$ cat src/rtl/decode_lock_mask.sv
// decode_lock_mask
//   Scans a 32-bit delay-tap lock mask one bit per cycle and reports the
//   widest contiguous run of locked taps.
//   - delay_min_dout   : first tap of the run
//   - delay_max_dout   : last tap of the run
//   - delay_range_dout : number of taps in the run
//   If two runs are equally wide, the one with the lower index wins.
//   A run at bit 31 does not wrap around to bit 0.
//   If no tap is locked, all three results are 0.
//
//   Handshake:
//   - The requester raises start and holds it until done_out is seen.
//   - done_out stays high while start is held.
//   - done_out is always high for at least one cycle, even if start
//     dropped early.
//   - Results keep their last value until the next scan completes.
//
//   Build option: define DECODE_LOCK_MASK_DEBUG_EN and set DEBUG = "TRUE".
//   This attaches mark_debug probe copies of the FSM state, the scan index,
//   the latched mask and the run/best registers. Ports, timing and results
//   are identical with or without the option.

module decode_lock_mask #(
  parameter string DEBUG = "FALSE"
) (
  input  logic        px_clk,
  input  logic        px_reset,
  input  logic        start,
  input  logic [31:0] lock_mask_din,
  output logic [7:0]  delay_min_dout,
  output logic [7:0]  delay_max_dout,
  output logic [7:0]  delay_range_dout,
  output logic        done_out
);

  typedef enum logic [1:0] {
    IDLE  = 2'd0,
    SCAN  = 2'd1,
    FINAL = 2'd2,
    DONE  = 2'd3
  } state_t;

  localparam logic [4:0] LAST_IDX = 5'd31;

  // ---------------------------------------------------------------------
  // State registers
  // ---------------------------------------------------------------------
  state_t      state_reg;
  logic [31:0] mask_reg;        // snapshot of lock_mask_din taken in IDLE
  logic [4:0]  idx_reg;         // tap currently being examined
  logic [7:0]  run_start_reg;   // first tap of the run in progress
  logic [7:0]  run_len_reg;     // length of the run in progress
  logic [7:0]  best_start_reg;  // first tap of the widest closed run so far
  logic [7:0]  best_len_reg;    // length of the widest closed run so far
  logic [7:0]  min_reg;
  logic [7:0]  max_reg;
  logic [7:0]  range_reg;
  logic        done_reg;

  // ---------------------------------------------------------------------
  // Combinational helpers
  // ---------------------------------------------------------------------
  logic       cur_bit;
  logic [7:0] idx_ext;
  logic       run_beats_best;
  logic [7:0] run_start_next;
  logic [7:0] run_len_next;
  logic [7:0] best_start_next;
  logic [7:0] best_len_next;
  logic [7:0] fin_start;
  logic [7:0] fin_len;
  logic [7:0] min_next;
  logic [7:0] max_next;
  logic [7:0] range_next;

  assign cur_bit = mask_reg[idx_reg];
  assign idx_ext = {3'b000, idx_reg};

  // The comparison is strict, so an equally wide run found later never
  // displaces an earlier one. This is what makes the lowest index win ties.
  assign run_beats_best = (run_len_reg > best_len_reg);

  // Per-bit run tracking.
  //   Set bit:   extends the current run, or opens a new one here.
  //   Clear bit: closes the current run and promotes it if it is wider.
  always_comb begin
    run_start_next  = run_start_reg;
    run_len_next    = run_len_reg;
    best_start_next = best_start_reg;
    best_len_next   = best_len_reg;
    if (cur_bit) begin
      if (run_len_reg == 8'd0) begin
        run_start_next = idx_ext;
      end
      run_len_next = run_len_reg + 8'd1;
    end else begin
      if (run_beats_best) begin
        best_start_next = run_start_reg;
        best_len_next   = run_len_reg;
      end
      run_len_next = 8'd0;
    end
  end

  // Close out a run still open after bit 31, then form the result fields.
  // The zero-length guard keeps max from underflowing to 255 when no tap
  // is locked.
  always_comb begin
    fin_start  = run_beats_best ? run_start_reg : best_start_reg;
    fin_len    = run_beats_best ? run_len_reg   : best_len_reg;
    min_next   = 8'd0;
    max_next   = 8'd0;
    range_next = 8'd0;
    if (fin_len != 8'd0) begin
      min_next   = fin_start;
      max_next   = fin_start + fin_len - 8'd1;
      range_next = fin_len;
    end
  end

  // ---------------------------------------------------------------------
  // Control FSM. All outputs come straight from registers.
  //   IDLE  : latch the mask and clear the trackers.
  //   SCAN  : examine exactly 32 bits.
  //   FINAL : publish the result.
  //   DONE  : raise done_out one cycle after entry, so done_out first
  //           rises 34 edges after start is sampled. Leave only once
  //           done_out has been visible and start is low.
  // ---------------------------------------------------------------------
  always_ff @(posedge px_clk) begin
    if (px_reset) begin
      state_reg      <= IDLE;
      mask_reg       <= 32'd0;
      idx_reg        <= 5'd0;
      run_start_reg  <= 8'd0;
      run_len_reg    <= 8'd0;
      best_start_reg <= 8'd0;
      best_len_reg   <= 8'd0;
      min_reg        <= 8'd0;
      max_reg        <= 8'd0;
      range_reg      <= 8'd0;
      done_reg       <= 1'b0;
    end else begin
      case (state_reg)
        IDLE: begin
          done_reg <= 1'b0;
          if (start) begin
            mask_reg       <= lock_mask_din;
            idx_reg        <= 5'd0;
            run_start_reg  <= 8'd0;
            run_len_reg    <= 8'd0;
            best_start_reg <= 8'd0;
            best_len_reg   <= 8'd0;
            state_reg      <= SCAN;
          end
        end

        SCAN: begin
          run_start_reg  <= run_start_next;
          run_len_reg    <= run_len_next;
          best_start_reg <= best_start_next;
          best_len_reg   <= best_len_next;
          idx_reg        <= idx_reg + 5'd1;
          if (idx_reg == LAST_IDX) begin
            state_reg <= FINAL;
          end
        end

        FINAL: begin
          best_start_reg <= fin_start;
          best_len_reg   <= fin_len;
          min_reg        <= min_next;
          max_reg        <= max_next;
          range_reg      <= range_next;
          state_reg      <= DONE;
        end

        DONE: begin
          if (done_reg && !start) begin
            done_reg  <= 1'b0;
            state_reg <= IDLE;
          end else begin
            done_reg <= 1'b1;
          end
        end

        default: begin
          state_reg <= IDLE;
          done_reg  <= 1'b0;
        end
      endcase
    end
  end

  assign delay_min_dout   = min_reg;
  assign delay_max_dout   = max_reg;
  assign delay_range_dout = range_reg;
  assign done_out         = done_reg;

  // ---------------------------------------------------------------------
  // Optional on-chip debug probes
  // ---------------------------------------------------------------------
`ifdef DECODE_LOCK_MASK_DEBUG_EN
  generate
    if (DEBUG == "TRUE") begin : g_debug
      (* mark_debug = "true" *) logic [1:0]  dbg_state;
      (* mark_debug = "true" *) logic [4:0]  dbg_idx;
      (* mark_debug = "true" *) logic [31:0] dbg_mask;
      (* mark_debug = "true" *) logic [7:0]  dbg_run_start;
      (* mark_debug = "true" *) logic [7:0]  dbg_run_len;
      (* mark_debug = "true" *) logic [7:0]  dbg_best_start;
      (* mark_debug = "true" *) logic [7:0]  dbg_best_len;

      // Plain wire copies, so the probes add no extra timing.
      assign dbg_state      = state_reg;
      assign dbg_idx        = idx_reg;
      assign dbg_mask       = mask_reg;
      assign dbg_run_start  = run_start_reg;
      assign dbg_run_len    = run_len_reg;
      assign dbg_best_start = best_start_reg;
      assign dbg_best_len   = best_len_reg;
    end
  endgenerate
`else
  // Probes are compiled out. DEBUG is still consulted, so the parameter has
  // the same meaning in both builds.
  generate
    if (DEBUG == "TRUE") begin : g_debug_off
    end
  endgenerate
`endif

endmodule

$ cat config.mk
export PLATFORM = sky130hd
export DESIGN_NAME = decode_lock_mask
export DESIGN_NICKNAME = d
export VERILOG_FILES = /design/src/rtl/decode_lock_mask.sv
export SDC_FILE = /design/constraint.sdc
export NUM_CORES = 1
export LEC_CHECK = 0
export ABC_AREA = 1
export CAP_MARGIN = 40
export CORE_MARGIN = 1
export CORE_UTILIZATION = 40
export CTS_CLUSTER_DIAMETER = 200
export DETAILED_ROUTE_END_ITERATION = 6
export GPL_ROUTABILITY_DRIVEN = 0
export SLEW_MARGIN = 20
export SYNTH_ARGS = -nofsm -noshare
export SYNTH_HDL_FRONTEND = slang
export SYNTH_SLANG_ARGS = --single-unit
$ cat constraint.sdc
create_clock -name px_clk -period 6.06 [get_ports px_clk]
set_input_delay 0.606 -clock px_clk [delete_from_list [all_inputs] [get_ports px_clk]]
set_output_delay 0.606 -clock px_clk [all_outputs]
set_load 0.03 [all_outputs]
# After elaboration in Yosys (flattened, before gate mapping)

Cells that the tools add are included.

Logic and storage cells: 65
Input bits: 35
Register bits: 96
Output and inout port bits: 25

$lt $le $gt $ge: 2
Mux-type cells: 25
Equality and inequality tests: 10
Reduce and logical (&&, ||, !) cells: 13
$add $sub $neg: 4

Operators with widths:

| operator                                                                     | number |
|---|---|
| 8-bit 2-to-1 mux                                                             | 11 |
| 8-bit case mux with 3 select lines                                           | 2 |
| 8-bit case mux with 2 select lines                                           | 2 |
| 2-bit != test, second input constant                                         | 6 |
| 5-bit case mux with 2 select lines                                           | 1 |
| 8-bit by 1-bit adder with 8-bit output, second input constant                | 1 |
| 8-bit adder                                                                  | 1 |
| 8-bit > comparator                                                           | 1 |
| 8-bit zero test                                                              | 1 |
| 2-bit case mux with 4 select lines                                           | 1 |
| 8-bit nonzero test                                                           | 1 |
| 8-bit by 1-bit subtractor with 8-bit output, second input constant           | 1 |
| 5-bit by 6-bit less-than comparator with 1-bit output, second input constant | 1 |
| 2-bit 2-to-1 mux                                                             | 3 |
| 3-bit AND reduction                                                          | 2 |
| 5-bit by 1-bit adder with 5-bit output, second input constant                | 1 |
| 1-bit binary-select mux with 5-bit select                                    | 1 |
| 5-bit equality test, second input constant                                   | 1 |
| 5-bit 2-to-1 mux                                                             | 1 |
| 2-bit equality test, second input constant                                   | 2 |
| 2-bit AND reduction                                                          | 2 |
| 4-bit AND reduction                                                          | 1 |
| 2-bit nonzero test                                                           | 2 |
| 3-bit nonzero test                                                           | 1 |
| 6 further kinds                                                              | 7 |

# Depth between registers and ports, before layout

Gate-level depths: netlist (run 1).

Depth after elaboration: 5
Depth in mapped cells: 29
Mapped depth without buffers: 27

# Worst setup path before layout (run 1)

Ideal clock, no wire load.

Path kind: register -> register
Start point: reg best_len_reg[7]
End point: reg max_reg[7] (netlist: delay_max_dout[7])
Library setup time: 134 ps
Data required time: 5,926 ps
Buffers on the path: 2
Arrival: 3,220 ps
Period minus slack after synthesis: 3,354 ps
Path slack: 2,706 ps
Stages on the path, launching flop included: 26
Path through: dfxtp_1 > inv_1 > ha_1 > a21o_1 > nor2_2 > nand2_4 > nand2_4 > buf_8 > buf_6 > nand2_1 > o21ai_1 > inv_1 > ha_1 > inv_1 > ha_1 > inv_1 > fa_1 > inv_1 > nand4_1 > nand3_1 > xor2_1 > inv_1 > nand2_1 > nand2_1 > nand3_1 > a21oi_1

Cells in the longest elaborated chain, start to end: 5
Elaborated cells between the ends (all ways): 7
Classes of those cells: add/sub (2); order compare (1); mux (3); reduce/logical (1)

RTL lines:

| what                                        | line | source |
|---|---|---|
| start: declaration                          | 54   | `logic [7:0] best_len_reg;` |
| start signal: assignment                    | 162  | `best_len_reg <= best_len_next;` |
| start signal: assignment                    | 171  | `best_len_reg <= fin_len;` |
| 8-bit > comparator                          | 81   | `assign run_beats_best = (run_len_reg > best_len_reg);` |
| 8-bit 2-to-1 mux                            | --   |  |
| 8-bit adder                                 | 116  | `max_next = fin_start + fin_len - 8'd1;` |
| 8-bit by 1-bit subtractor with 8-bit output | 116  |  |
| 8-bit 2-to-1 mux *                          | 114  | `if (fin_len != 8'd0) begin` |
| end signal: assignment                      | 173  | `max_reg <= max_next;` |
| end: declaration                            | 56   | `logic [7:0] max_reg;` |

Every way passes the cells marked *; elsewhere a longest branch is shown, timed or not.
A chain may end at the register's enable or synchronous reset.

# Worst setup path after layout (run 1)

Ends and elaborated chain as after synthesis.

==> metrics.md, run 1 <==
| Metric | Value |
|---|---|
| PnR Total Power | 3490 uW |
| Antenna violations before repair | 0 |
| WL per Instance | 12.97 microns |
| Post-CTS resize count | 0 |
| Max_cap viols | 0 |
| Sequential power share | 24.0% |
| Status | complete, no violations |
| Grt ovf | 0 |
| Max Root-Sink Buffers | 2 |
| Nets | 801 |
| Yosys reg bits | 93 |
| PortBufs | 59 |
| Switching Share | 48.12% |
| Std-Cell Rows | 40 |
| Post-synth top area share | 37.06% |
| I/O pins | 60 |
| Total track usage | 19.85% |
| Final-layout fill cell count | 1,230 |
| Leakage | 0.002552 uW |
| Int Power | 1811 uW |
| First-pass GRT wire length | 20,560 microns |
| Worst VDD drop | 348.9 uV |
| Vias | 4,426 |
| CP Cell Sequence | inv_1 -> ha_1 -> a21o_1 -> nor2_2 -> nand2_4 -> nand2_4 -> nand2_1 -> o21ai_1 -> inv_1 -> ha_1 -> inv_1 -> ha_1 -> inv_1 -> fa_1 -> inv_1 -> nand4_1 -> nand3_1 -> xor2_1 -> nand3_1 -> nand2_1 -> nand3_1 -> a21oi_1 |
| Least-Margin Pin Slew | approximately 0.74 ns |
| Vias in the first global route | 4,358 |
| Drt drc | 0 |
| Largest net degree at the start of global routing | 47 |
| # hold bufs at CTS | 0 |
| Sw Pwr | about 1700 uW |
| # H-tree levels | 3 |
| Cell mode on critical path | inv_1 |
| Crit path buf inv count | 5 |
| WS Path Type | register to register |
| Layout cells sized above 1 | a little under a tenth |
| Die Wd | 114.1 microns |
| Critical-path top delay cell | fa_1 |
| Clock skew | 0.006535 ns |
| Hold WS | 0.4654 ns |
| Top FF cell, synth | dfxtp_1 |
| TritonRoute pass-1 iters | 7 |
| Setup_tns | 0 ns |
| Max reg flops | 32 |
| Syn_area_per_cell | 7.270 sq um |
| Via-to-Cell Ratio | ~4.9 |
| Post-Synthesis Cell Area | 5024 sq um |
| Post-synth EDFFs | 0 |
| Post-synth ARST share | 0% |
| Final Setup Violations | 0 |
| Hpwl dp | between 8000 and 9000 microns |
| Worst-path clk slew | 0.07 ns |
| Diodes inserted | 0 |
| Worst Path Required | approximately 6.3 ns |
| CP max FO | 23 |
| Inserted Clock Buffers | 9 |
| Clk pwr share | 15.8% |
| CTS tree | built |
| Max_slew headroom | around half |
| Die area | 13,010 sq um |
| Netlist cell types | 39 |
| Initial Util | about two fifths |
| Clock Sinks | slightly above 90 |
| Largest cells by area after synthesis | dfxtp_1 37%, nand2_1 9.0%, nor2_1 7.9% |
| Crit path DAT | 3.84 ns |
| Final hold vios | 0 |
| CP Launch Type | register |
| Die Y | around 110 microns |
| Core area | 12,110 sq um |
| Top delay family on crit path | adder cells |
| WL final | 11,790 microns |
| PD cells | 582.1 nW/um^2 |
| Slowest Stage Delay on Critical Path | 0.39 ns |
| Post-CTS setup buffers | 0 |
| Crit path time final | 3.559 ns |
| Skew-Pair Late Insertion Delay | 0.35 ns |
| DRT antenna net count | 0 |
| Critical path capture point type | register |
| Root buffer cell | clkbuf_16 |
| Hold Path Class | register to register |
| Area Overhead vs Synth | 19.35% |
| RSZ-0062 raised after global routing | false |
| Syn Nets | 756 |
| FMAX | 0.2810 GHz |
| Mapped Cells | around 690 |
| Gate power share | 60.2% |
| YS warnings | 0 |
| Slew Viols, Final | 0 |
| Sequential-to-total area share from yosys stat | a little under two fifths |
| Yosys top cell by area | dfxtp_1 |
| Drt initial violations | 206 |
| Final Cycle Share | 58.72% |
-- worst reg2reg max path, cell delays in order (launching register included) --
cell	delay (ns)
dfxtp_1	0.33
inv_1	0.07
ha_1	0.31
a21o_1	0.20
nor2_2	0.15
nand2_4	0.11
nand2_4	0.25
nand2_1	0.08
o21ai_1	0.16
inv_1	0.08
ha_1	0.27
inv_1	0.06
ha_1	0.16
inv_1	0.05
fa_1	0.39
inv_1	0.09
nand4_1	0.11
nand3_1	0.10
xor2_1	0.18
nand3_1	0.09
nand2_1	0.07
nand3_1	0.06
a21oi_1	0.12
-- synthesized netlist by cell type, types with 13 or more instances --
library cell  number
a21oi_1           32
clkbuf_1          18
dfxtp_1           93
ha_1              29
inv_1             82
nand2_1          120
nand3_1           35
nand4_1           13
nor2_1           106
o21ai_0           52
-- worst paths after layout --
check,depth (start not counted),to,start,slack [ns]
min reg2reg,2,best_start_reg[5],best_start_reg[5],0.47
min,2,best_start_reg[5],best_start_reg[5],0.47
max,22,delay_max_dout[7],best_len_reg[7],2.50
max reg2reg,22,delay_max_dout[7],best_len_reg[7],2.50
-- per-stage QoR --
stage / utilization [%] / instance area [sq um] / instances / setup WS, ns
2_1_floorplan: - / 5024 / 691 / 2.706
3_3_place_gp: 46.71 / 5658 / 889 / 2.616
5_1_grt: 49.50 / 5996 / 909 / 2.193
4_1_cts: 49.26 / 5966 / 906 / 2.491
6_report: 49.50 / 5996 / 909 / 2.501
3_5_place_dp: 46.84 / 5673 / 890 / 2.512
-- area by class of cell --
cell class / count / area [sq um] / area share, %
multi-input combinational: 480 / 2641 / 44.05
sequential: 93 / 1862 / 31.05
timing repair buffer: 67 / 665.6 / 11.10
inverter: 85 / 324.1 / 5.405
clock buffer: 10 / 239.0 / 3.986
tap: 168 / 210.2 / 3.506
clock inverter: 6 / 53.80 / 0.8973
-- layer usage --
layer  global-route usage [%]  vias to the layer above  wire length, microns
met1                    26.98                     2042                  5963
met3                    5.029                        8                   477
li1                         -                     2312                     -
met5                        0                        -                     0
met2                    31.56                       64                  5238
met4                    4.762                        0                   109
-- power groups by stage --
stage	sequential [uW]	combinational, uW	clock (uW)
after floorplan	886	1650	0
after global placement	850	2060	0
after detailed placement	852	2070	0
after CTS	839	2090	573
after global routing	858	2380	595
final	838	2100	552
-- kinds of logic after synthesis --
logic type      count (synthesis)  synth area share [%]
simple gates                  317                 29.39
fa+ha+maj                      30                 7.621
compound gates                123                 13.82
flops                          93                 37.06
buf+inv                       118                 10.36
xor+xnor                       10                 1.744
-- cell usage in the layout (no fill, tap or decap), types with 10 or more instances in the layout --
master / instances
a21oi_2: 10
inv_1: 82
nand2_1: 120
nand3_1: 35
nor2_1: 106
o21ai_0: 52
nand2_4: 10
a21oi_1: 32
ha_1: 29
dfxtp_1: 93
nand3_2: 10
nand4_1: 13
clkdlybuf4s50_1: 59
Power figures use the tool's default switching activity.
==> run 2, diff against run 1 <==
==> constraint.sdc (replaced) <==
create_clock -name px_clk -period 3.5 [get_ports px_clk]
set_input_delay 0.35 -clock px_clk [delete_from_list [all_inputs] [get_ports px_clk]]
set_output_delay 0.35 -clock px_clk [all_outputs]
set_load 0.03 [all_outputs]
==> metrics.md, run 2 (synthesized netlist as in run 1, its figures left out) <==
| Metric | Value |
|---|---|
| Core area | 12,110 sq um (unchanged) |
| CP max FO | 7 (was 23) |
| Drt drc | 0 (unchanged) |
| Vias in the first global route | 4,302 (was 4,358) |
| Worst-path clk slew | 0.07 ns (about the same) |
| Total track usage | 19.98% (was 19.85%) |
| Root buffer cell | clkbuf_16 (unchanged) |
| Metal2 WL | 5341 microns (was 5238 microns) |
| Skew-Pair Late Insertion Delay | 0.36 ns (was 0.35 ns) |
| Nets | 814 (was 801) |
| Critical path capture point type | register (unchanged) |
| Pre-CTS setup slack | 0.1746 ns (was 2.512 ns) |
| Switching Share | 47.52% (was 48.12%) |
| I/O pins | 60 (unchanged) |
| R2r worst-path depth | 24 (was 22) |
| M1 WL | 6044 microns (was 5963 microns) |
| Clock skew | 0.009521 ns (was 0.006535 ns) |
| Crit path DAT | 3.56 ns (was 3.84 ns) |
| Sw Pwr | 3087 uW (was 1680 uW) |
| PnR Total Power | 6496 uW (was 3490 uW) |
| Layout cells sized above 1 | 12.73% (was 9.447%) |
| PD cells | 1050 nW/um^2 (was 582.1 nW/um^2) |
| Non-filler cells, final | 922 (was 909) |
| Hpwl dp | 8847 microns (was 8706 microns) |
| Die Y | 114.1 microns (unchanged) |
| FF+latch area | 1863 sq um (was 1862 sq um) |
| Clk pwr share | 15.8% (about the same) |
| FMAX | 0.3063 GHz (was 0.2810 GHz) |
| Area of the multi-input gates | 2734 sq um (was 2641 sq um) |
| Die area | 13,010 sq um (unchanged) |
| Die Wd | 114.1 microns (unchanged) |
| Least-Margin Pin Slew | 0.7727 ns (was 0.7408 ns) |
| Setup_tns | 0 ns (unchanged) |
| FF-to-FF Start | best_len_reg[3] (was best_len_reg[7]) |
| Final-layout fill cell count | 1,247 (was 1,230) |
| Hold_sp | best_start_reg[6] (was best_start_reg[5]) |
| Status | complete, no violations (unchanged) |
| Largest net degree at the start of global routing | 49 (was 47) |
| Final Setup Violations | 0 (unchanged) |
| Vias | 4,498 (was 4,426) |
| Diodes inserted | 0 (unchanged) |
| Post-layout util | 51.06% (was 49.50%) |
| Setup WS post-layout | 0.2354 ns (was 2.501 ns) |
| WS Path Type | register to register (unchanged) |
| Area Overhead vs Synth | 23.11% (was 19.35%) |
| Sequential power share | 22.4% (was 24.0%) |
| Most common cell after layout, fill and taps aside | nand2_1 (unchanged) |
| Max reg flops | 32 (unchanged) |
| FF-to-FF End | delay_max_dout[7] (unchanged) |
| WL final | 12,090 microns (was 11,790 microns) |
| R2r setup slk | 0.24 ns (was 2.50 ns) |
| Int Power | 3409 uW (was 1811 uW) |
| Std-Cell Rows | 40 (unchanged) |
| Wire length on met3 | 454 microns (was 477 microns) |
| Final hold vios | 0 (unchanged) |
| Drt initial violations | 268 (was 206) |
| Hold Crit Endpoint | best_start_reg[6] (was best_start_reg[5]) |
| DRT antenna net count | 0 (unchanged) |
| WL per Instance | 13.11 microns (was 12.97 microns) |
| Highest-count cells in the layout ignoring fill and taps | 119 x nand2_1, 106 x nor2_1, 92 x dfxtp_1, 79 x inv_1, 59 x clkdlybuf4s50_1 (was 120 x nand2_1, 106 x nor2_1, 93 x dfxtp_1, 82 x inv_1, 59 x clkdlybuf4s50_1) |
| # H-tree levels | 3 (unchanged) |
| Crit path time final | 3.265 ns (was 3.559 ns) |
| Gate power share | 61.7% (was 60.2%) |
| Grt ovf | 0 (unchanged) |
| Max Root-Sink Buffers | 2 (unchanged) |
| Final Cycle Share | 93.27% (was 58.72%) |
| CTS tree | built (unchanged) |
| Via-to-Cell Ratio | 4.879 (was 4.869) |
| TritonRoute pass-1 iters | 5 (was 7) |
| CP Launch Type | register (unchanged) |
| Placed cell count | 899 (was 890) |
| Inserted Clock Buffers | 9 (unchanged) |
| Slew Viols, Final | 0 (unchanged) |
| Max_cap viols | 0 (unchanged) |
| Initial Util | 41.48% (unchanged) |
| Hold Path Class | register to register (unchanged) |
| WHS Path Cells | 2 (unchanged) |
| RSZ-0062 raised after global routing | false (unchanged) |
| Worst Path Required | 3.79 ns (was 6.34 ns) |
| Max_slew headroom | 48.42% (was 50.54%) |
| Leakage | 0.002633 uW (was 0.002552 uW) |
| Clock Sinks | 93 (unchanged) |
| Max Used Layer | met4 (unchanged) |
| First-pass GRT wire length | 20,280 microns (was 20,560 microns) |
| PortBufs | 59 (unchanged) |
| Worst VDD drop | 657.3 uV (was 348.9 uV) |
| Antenna violations before repair | 0 (unchanged) |
## run 2: layout make-up
cell class / instances / share of cell area, %
well taps: 168 / 3.399
multi-input cells: 482 / 44.20
clock buffers: 9 / 3.642
clock inverters: 7 / 1.416
flip-flops and latches: 93 / 30.12
repair buffers: 78 / 11.98
inverters: 85 / 5.240
## run 2: power groups by stage
| stage | combinational, uW | clock (uW) | sequential (uW) |
|---|---|---|---|
| after detailed placement | 3720 | 0 | 1480 |
| after CTS | 3740 | 1060 | 1460 |
| after floorplan | 2850 | 0 | 1530 |
| after global routing | 4500 | 1090 | 1490 |
| after global placement | 3650 | 0 | 1470 |
| final | 4010 | 1030 | 1460 |
## run 2: worst max path at each step
stage / depth (start not counted) / to / startpoint / slack [ns]
detailed placement: 22 / delay_max_dout[7] / best_len_reg[7] / 0.17
global route: 23 / delay_max_dout[7] / best_len_reg[6] / 0.02
finish: 24 / delay_max_dout[7] / best_len_reg[3] / 0.24
floorplan: 25 / delay_max_dout[7] / best_len_reg[7] / 0.15
CTS: 22 / delay_max_dout[7] / best_len_reg[7] / 0.15
global placement: 23 / delay_max_dout[7] / best_len_reg[7] / 0.26
## run 2: timing repair
item	CTS	global route
setup buffers	0	5
endpoints found under the setup margin	0	2
hold buffers	0	0
gates resized for setup	0	14
## run 2: critical path, cell delays in order (launching register included)
cell	delay, ns
dfxtp_1	0.31
inv_1	0.07
ha_1	0.31
nand2_1	0.07
inv_2	0.08
nand2_1	0.07
nand2_1	0.07
nand2_2	0.08
nand2_4	0.14
nand2_8	0.08
nand2_1	0.09
nand2_1	0.11
ha_1	0.31
inv_1	0.06
ha_1	0.16
inv_1	0.06
fa_2	0.35
inv_1	0.09
nand4_1	0.09
nand3_1	0.10
xor2_1	0.18
nand3_1	0.10
nand2_1	0.07
nand3_1	0.06
a21oi_1	0.12
## run 2: routing by layer
layer  vias up  GRT usage (%)
met5         -              0
met4         0          7.359
met3        19          5.135
met2        83          31.07
met1      2055          26.69
li1       2341              -
## run 2: metrics by stage
stage          instance area (sq um)  hold slack (ns)
6_report                        6185           0.4597
5_1_grt                         6185           0.4923
4_1_cts                         6053           0.4603
3_5_place_dp                    5741           0.4480
3_3_place_gp                    5725           0.4496
2_1_floorplan                   5024           0.4346
==> run 3, diff against run 2 <==
--- a/config.mk
+++ b/config.mk
@@ -7,11 +7,14 @@
 export LEC_CHECK = 0
 export ABC_AREA = 1
 export CAP_MARGIN = 40
+export CELL_PAD_IN_SITES_DETAIL_PLACEMENT = 1
+export CELL_PAD_IN_SITES_GLOBAL_PLACEMENT = 2
 export CORE_MARGIN = 1
-export CORE_UTILIZATION = 40
+export CORE_UTILIZATION = 32
 export CTS_CLUSTER_DIAMETER = 200
 export DETAILED_ROUTE_END_ITERATION = 6
 export GPL_ROUTABILITY_DRIVEN = 0
+export PLACE_DENSITY_LB_ADDON = 0.1
 export SLEW_MARGIN = 20
 export SYNTH_ARGS = -nofsm -noshare
 export SYNTH_HDL_FRONTEND = slang
==> metrics.md, run 3 (synthesized netlist as in run 1, its figures left out) <==
| Metric | Value |
|---|---|
| Worst-path clk slew | 0.07 ns (about the same) |
| Hpwl dp | 10,610 microns (was 8847 microns) |
| Final-layout fill cell count | 1,882 (was 1,247) |
| Status | complete, no violations (unchanged) |
| Max_cap viols | 0 (unchanged) |
| Most common cell after layout, fill and taps aside | nand2_1 (unchanged) |
| WL final | 15,270 microns (was 12,090 microns) |
| I/O pins | 60 (unchanged) |
| Root buffer cell | clkbuf_16 (unchanged) |
| Least-Margin Pin Slew | 0.6805 ns (was 0.7727 ns) |
| Drt initial violations | 186 (was 268) |
| Max Root-Sink Buffers | 2 (unchanged) |
| FMAX | 0.2953 GHz (was 0.3063 GHz) |
| Slew Viols, Final | 0 (unchanged) |
| Sequential power share | 20.8% (was 22.4%) |
| WL per Instance | 15.57 microns (was 13.11 microns) |
| Std-Cell Rows | 45 (was 40) |
| Leakage | 0.002724 uW (was 0.002633 uW) |
| TritonRoute pass-1 iters | 4 (was 5) |
| CP max FO | 6 (was 7) |
| Initial Util | 32.92% (was 41.48%) |
| PortBufs | 59 (unchanged) |
| Clk pwr share | 15.7% (was 15.8%) |
| Die Y | 127.3 microns (was 114.1 microns) |
| Clock Sinks | 93 (unchanged) |
| PnR Total Power | 7057 uW (was 6496 uW) |
| Vias | 4,718 (was 4,498) |
| Highest-count cells in the layout ignoring fill and taps | 114 x nand2_1, 106 x nor2_1, 85 x dfxtp_1, 73 x inv_1, 59 x clkdlybuf4s50_1 (was 119 x nand2_1, 106 x nor2_1, 92 x dfxtp_1, 79 x inv_1, 59 x clkdlybuf4s50_1) |
| Total track usage | 19.27% (was 19.98%) |
| Hold Path Class | register to register (unchanged) |
| First-pass GRT wire length | 24,250 microns (was 20,280 microns) |
| Slowest Stage Delay on Critical Path | 0.42 ns (was 0.35 ns) |
| WHS Path Cells | 2 (unchanged) |
| Antenna violations before repair | 0 (unchanged) |
| Setup_tns | 0 ns (unchanged) |
| Max_slew headroom | 54.47% (was 48.42%) |
| R2r worst-path depth | 24 (unchanged) |
| Largest net degree at the start of global routing | 35 (was 49) |
| Crit path time final | 3.387 ns (was 3.265 ns) |
| Die area | 16,200 sq um (was 13,010 sq um) |
| FF-to-FF Start | best_len_reg[1] (was best_len_reg[3]) |
| CP Launch Type | register (unchanged) |
| R2r setup slk | 0.11 ns (was 0.24 ns) |
| Setup WS post-layout | 0.1134 ns (was 0.2354 ns) |
| Final Setup Violations | 0 (unchanged) |
| Area Overhead vs Synth | 28.64% (was 23.11%) |
| Int Power | 3719 uW (was 3409 uW) |
| Pre-CTS setup slack | 0.005435 ns (was 0.1746 ns) |
| PD cells | 1092 nW/um^2 (was 1050 nW/um^2) |
| Die Wd | 127.3 microns (was 114.1 microns) |
| Diodes inserted | 0 (unchanged) |
| Post-layout util | 42.35% (was 51.06%) |
| Critical-path top delay cell | fa_2 (unchanged) |
| Core area | 15,260 sq um (was 12,110 sq um) |
| Final Cycle Share | 96.76% (was 93.27%) |
| Max reg flops | 32 (unchanged) |
| Inserted Clock Buffers | 9 (unchanged) |
| Worst VDD drop | 631.5 uV (was 657.3 uV) |
| Worst Path Required | 3.79 ns (about the same) |
| # hold bufs at CTS | 0 (unchanged) |
| Hold_sp | best_start_reg[6] (unchanged) |
| WS Path Type | register to register (unchanged) |
| Layout cells sized above 1 | 17.66% (was 12.73%) |
| Vias in the first global route | 4,739 (was 4,302) |
| Final hold vios | 0 (unchanged) |
| Switching Share | 47.30% (was 47.52%) |
| Hold Crit Endpoint | best_start_reg[6] (unchanged) |
| Gate power share | 63.5% (was 61.7%) |
| CP Cell Sequence | inv_2 -> ha_4 -> nand2_1 -> nand2_1 -> nand2_2 -> nand2_2 -> nand2_2 -> nand2_4 -> nand2_8 -> o21ai_4 -> inv_1 -> ha_1 -> inv_1 -> ha_2 -> inv_2 -> fa_2 -> inv_2 -> nand4_1 -> nand3_1 -> xor2_1 -> nand3_1 -> nand2_1 -> nand3_2 -> a21oi_2 (was inv_1 -> ha_1 -> nand2_1 -> inv_2 -> nand2_1 -> nand2_1 -> nand2_2 -> nand2_4 -> nand2_8 -> nand2_1 -> nand2_1 -> ha_1 -> inv_1 -> ha_1 -> inv_1 -> fa_2 -> inv_1 -> nand4_1 -> nand3_1 -> xor2_1 -> nand3_1 -> nand2_1 -> nand3_1 -> a21oi_1) |
| Via-to-Cell Ratio | 4.809 (was 4.879) |
| CTS tree | built (unchanged) |
| Crit path DAT | 3.67 ns (was 3.56 ns) |
| Skew-Pair Late Insertion Delay | 0.36 ns (about the same) |
| Critical path capture point type | register (unchanged) |
| # H-tree levels | 3 (unchanged) |
| Clock skew | 0.005530 ns (was 0.009521 ns) |
| Grt ovf | 0 (unchanged) |
| FF-to-FF End | delay_max_dout[7] (unchanged) |
| DRT antenna net count | 0 (unchanged) |
| Sw Pwr | 3338 uW (was 3087 uW) |
| Nets | 830 (was 814) |
| Drt drc | 0 (unchanged) |
==> run 3: power groups by stage <==
stage	clock network (uW)	registers [uW]	logic, uW
final	1110	1470	4480
after global routing	1180	1500	4980
after CTS	1140	1460	4000
after detailed placement	0	1480	3890
after global placement	0	1470	3830
after floorplan	0	1530	2850
==> run 3: routing by layer <==
metal	GRT usage [%]	up-vias	wire length, microns
met2	30.28	66	6904
met1	26.75	2262	7697
met5	0	-	0
met4	5.532	0	240
met3	3.727	16	428
li1	-	2374	-
==> run 3: metrics by stage <==
stage	hold slack, ns	instances	area, sq um
2_1_floorplan	0.4346	691	5024
3_3_place_gp	0.4525	947	5824
3_5_place_dp	0.4569	948	5839
4_1_cts	0.4672	964	6188
5_1_grt	0.4941	981	6462
6_report	0.4668	981	6462
==> run 3: how the worst max path moves through the flow <==
| stage | start | end | slack [ns] | depth (start not counted) |
|---|---|---|---|---|
| floorplan | best_len_reg[7] | delay_max_dout[7] | 0.15 | 25 |
| global placement | best_len_reg[7] | delay_max_dout[6] | 0.13 | 21 |
| detailed placement | best_len_reg[7] | delay_max_dout[7] | 0.005 | 22 |
| global route | best_len_reg[4] | delay_max_dout[7] | -0.09 | 22 |
| finish | best_len_reg[1] | delay_max_dout[7] | 0.11 | 24 |
| CTS | best_len_reg[7] | delay_max_dout[7] | 0.04 | 22 |
==> run 3: worst max-delay path, delay by kind of cell (launching register included) <==
kind	cells	cell delay, ns
adders and majority gates	4	1.14
xor gates and xnor gates	1	0.18
DFF	1	0.35
AOI/OAI and AO/OA	2	0.32
buffers and inverters	5	0.32
and+or+nand+nor	12	1.03
==> run 3: cell type report <==
type	count	area (sq um)	share of cell area, %
multi-input cells	481	2789	43.16
flip-flops and latches	93	1872	28.96
repair buffers	95	879.6	13.61
inverters	85	324.1	5.015
well taps	211	264.0	4.085
clock buffers	11	252.7	3.911
clock inverters	5	81.33	1.258
==> run 3: timing repair <==
action / in CTS / in global routing
hold endpoints to repair: 0 / 0
endpoints found under the setup margin: 2 / 4
setup buffers: 0 / 15
pin swaps: 1 / 15
gates resized for setup: 3 / 37
gates cloned: 0 / 1
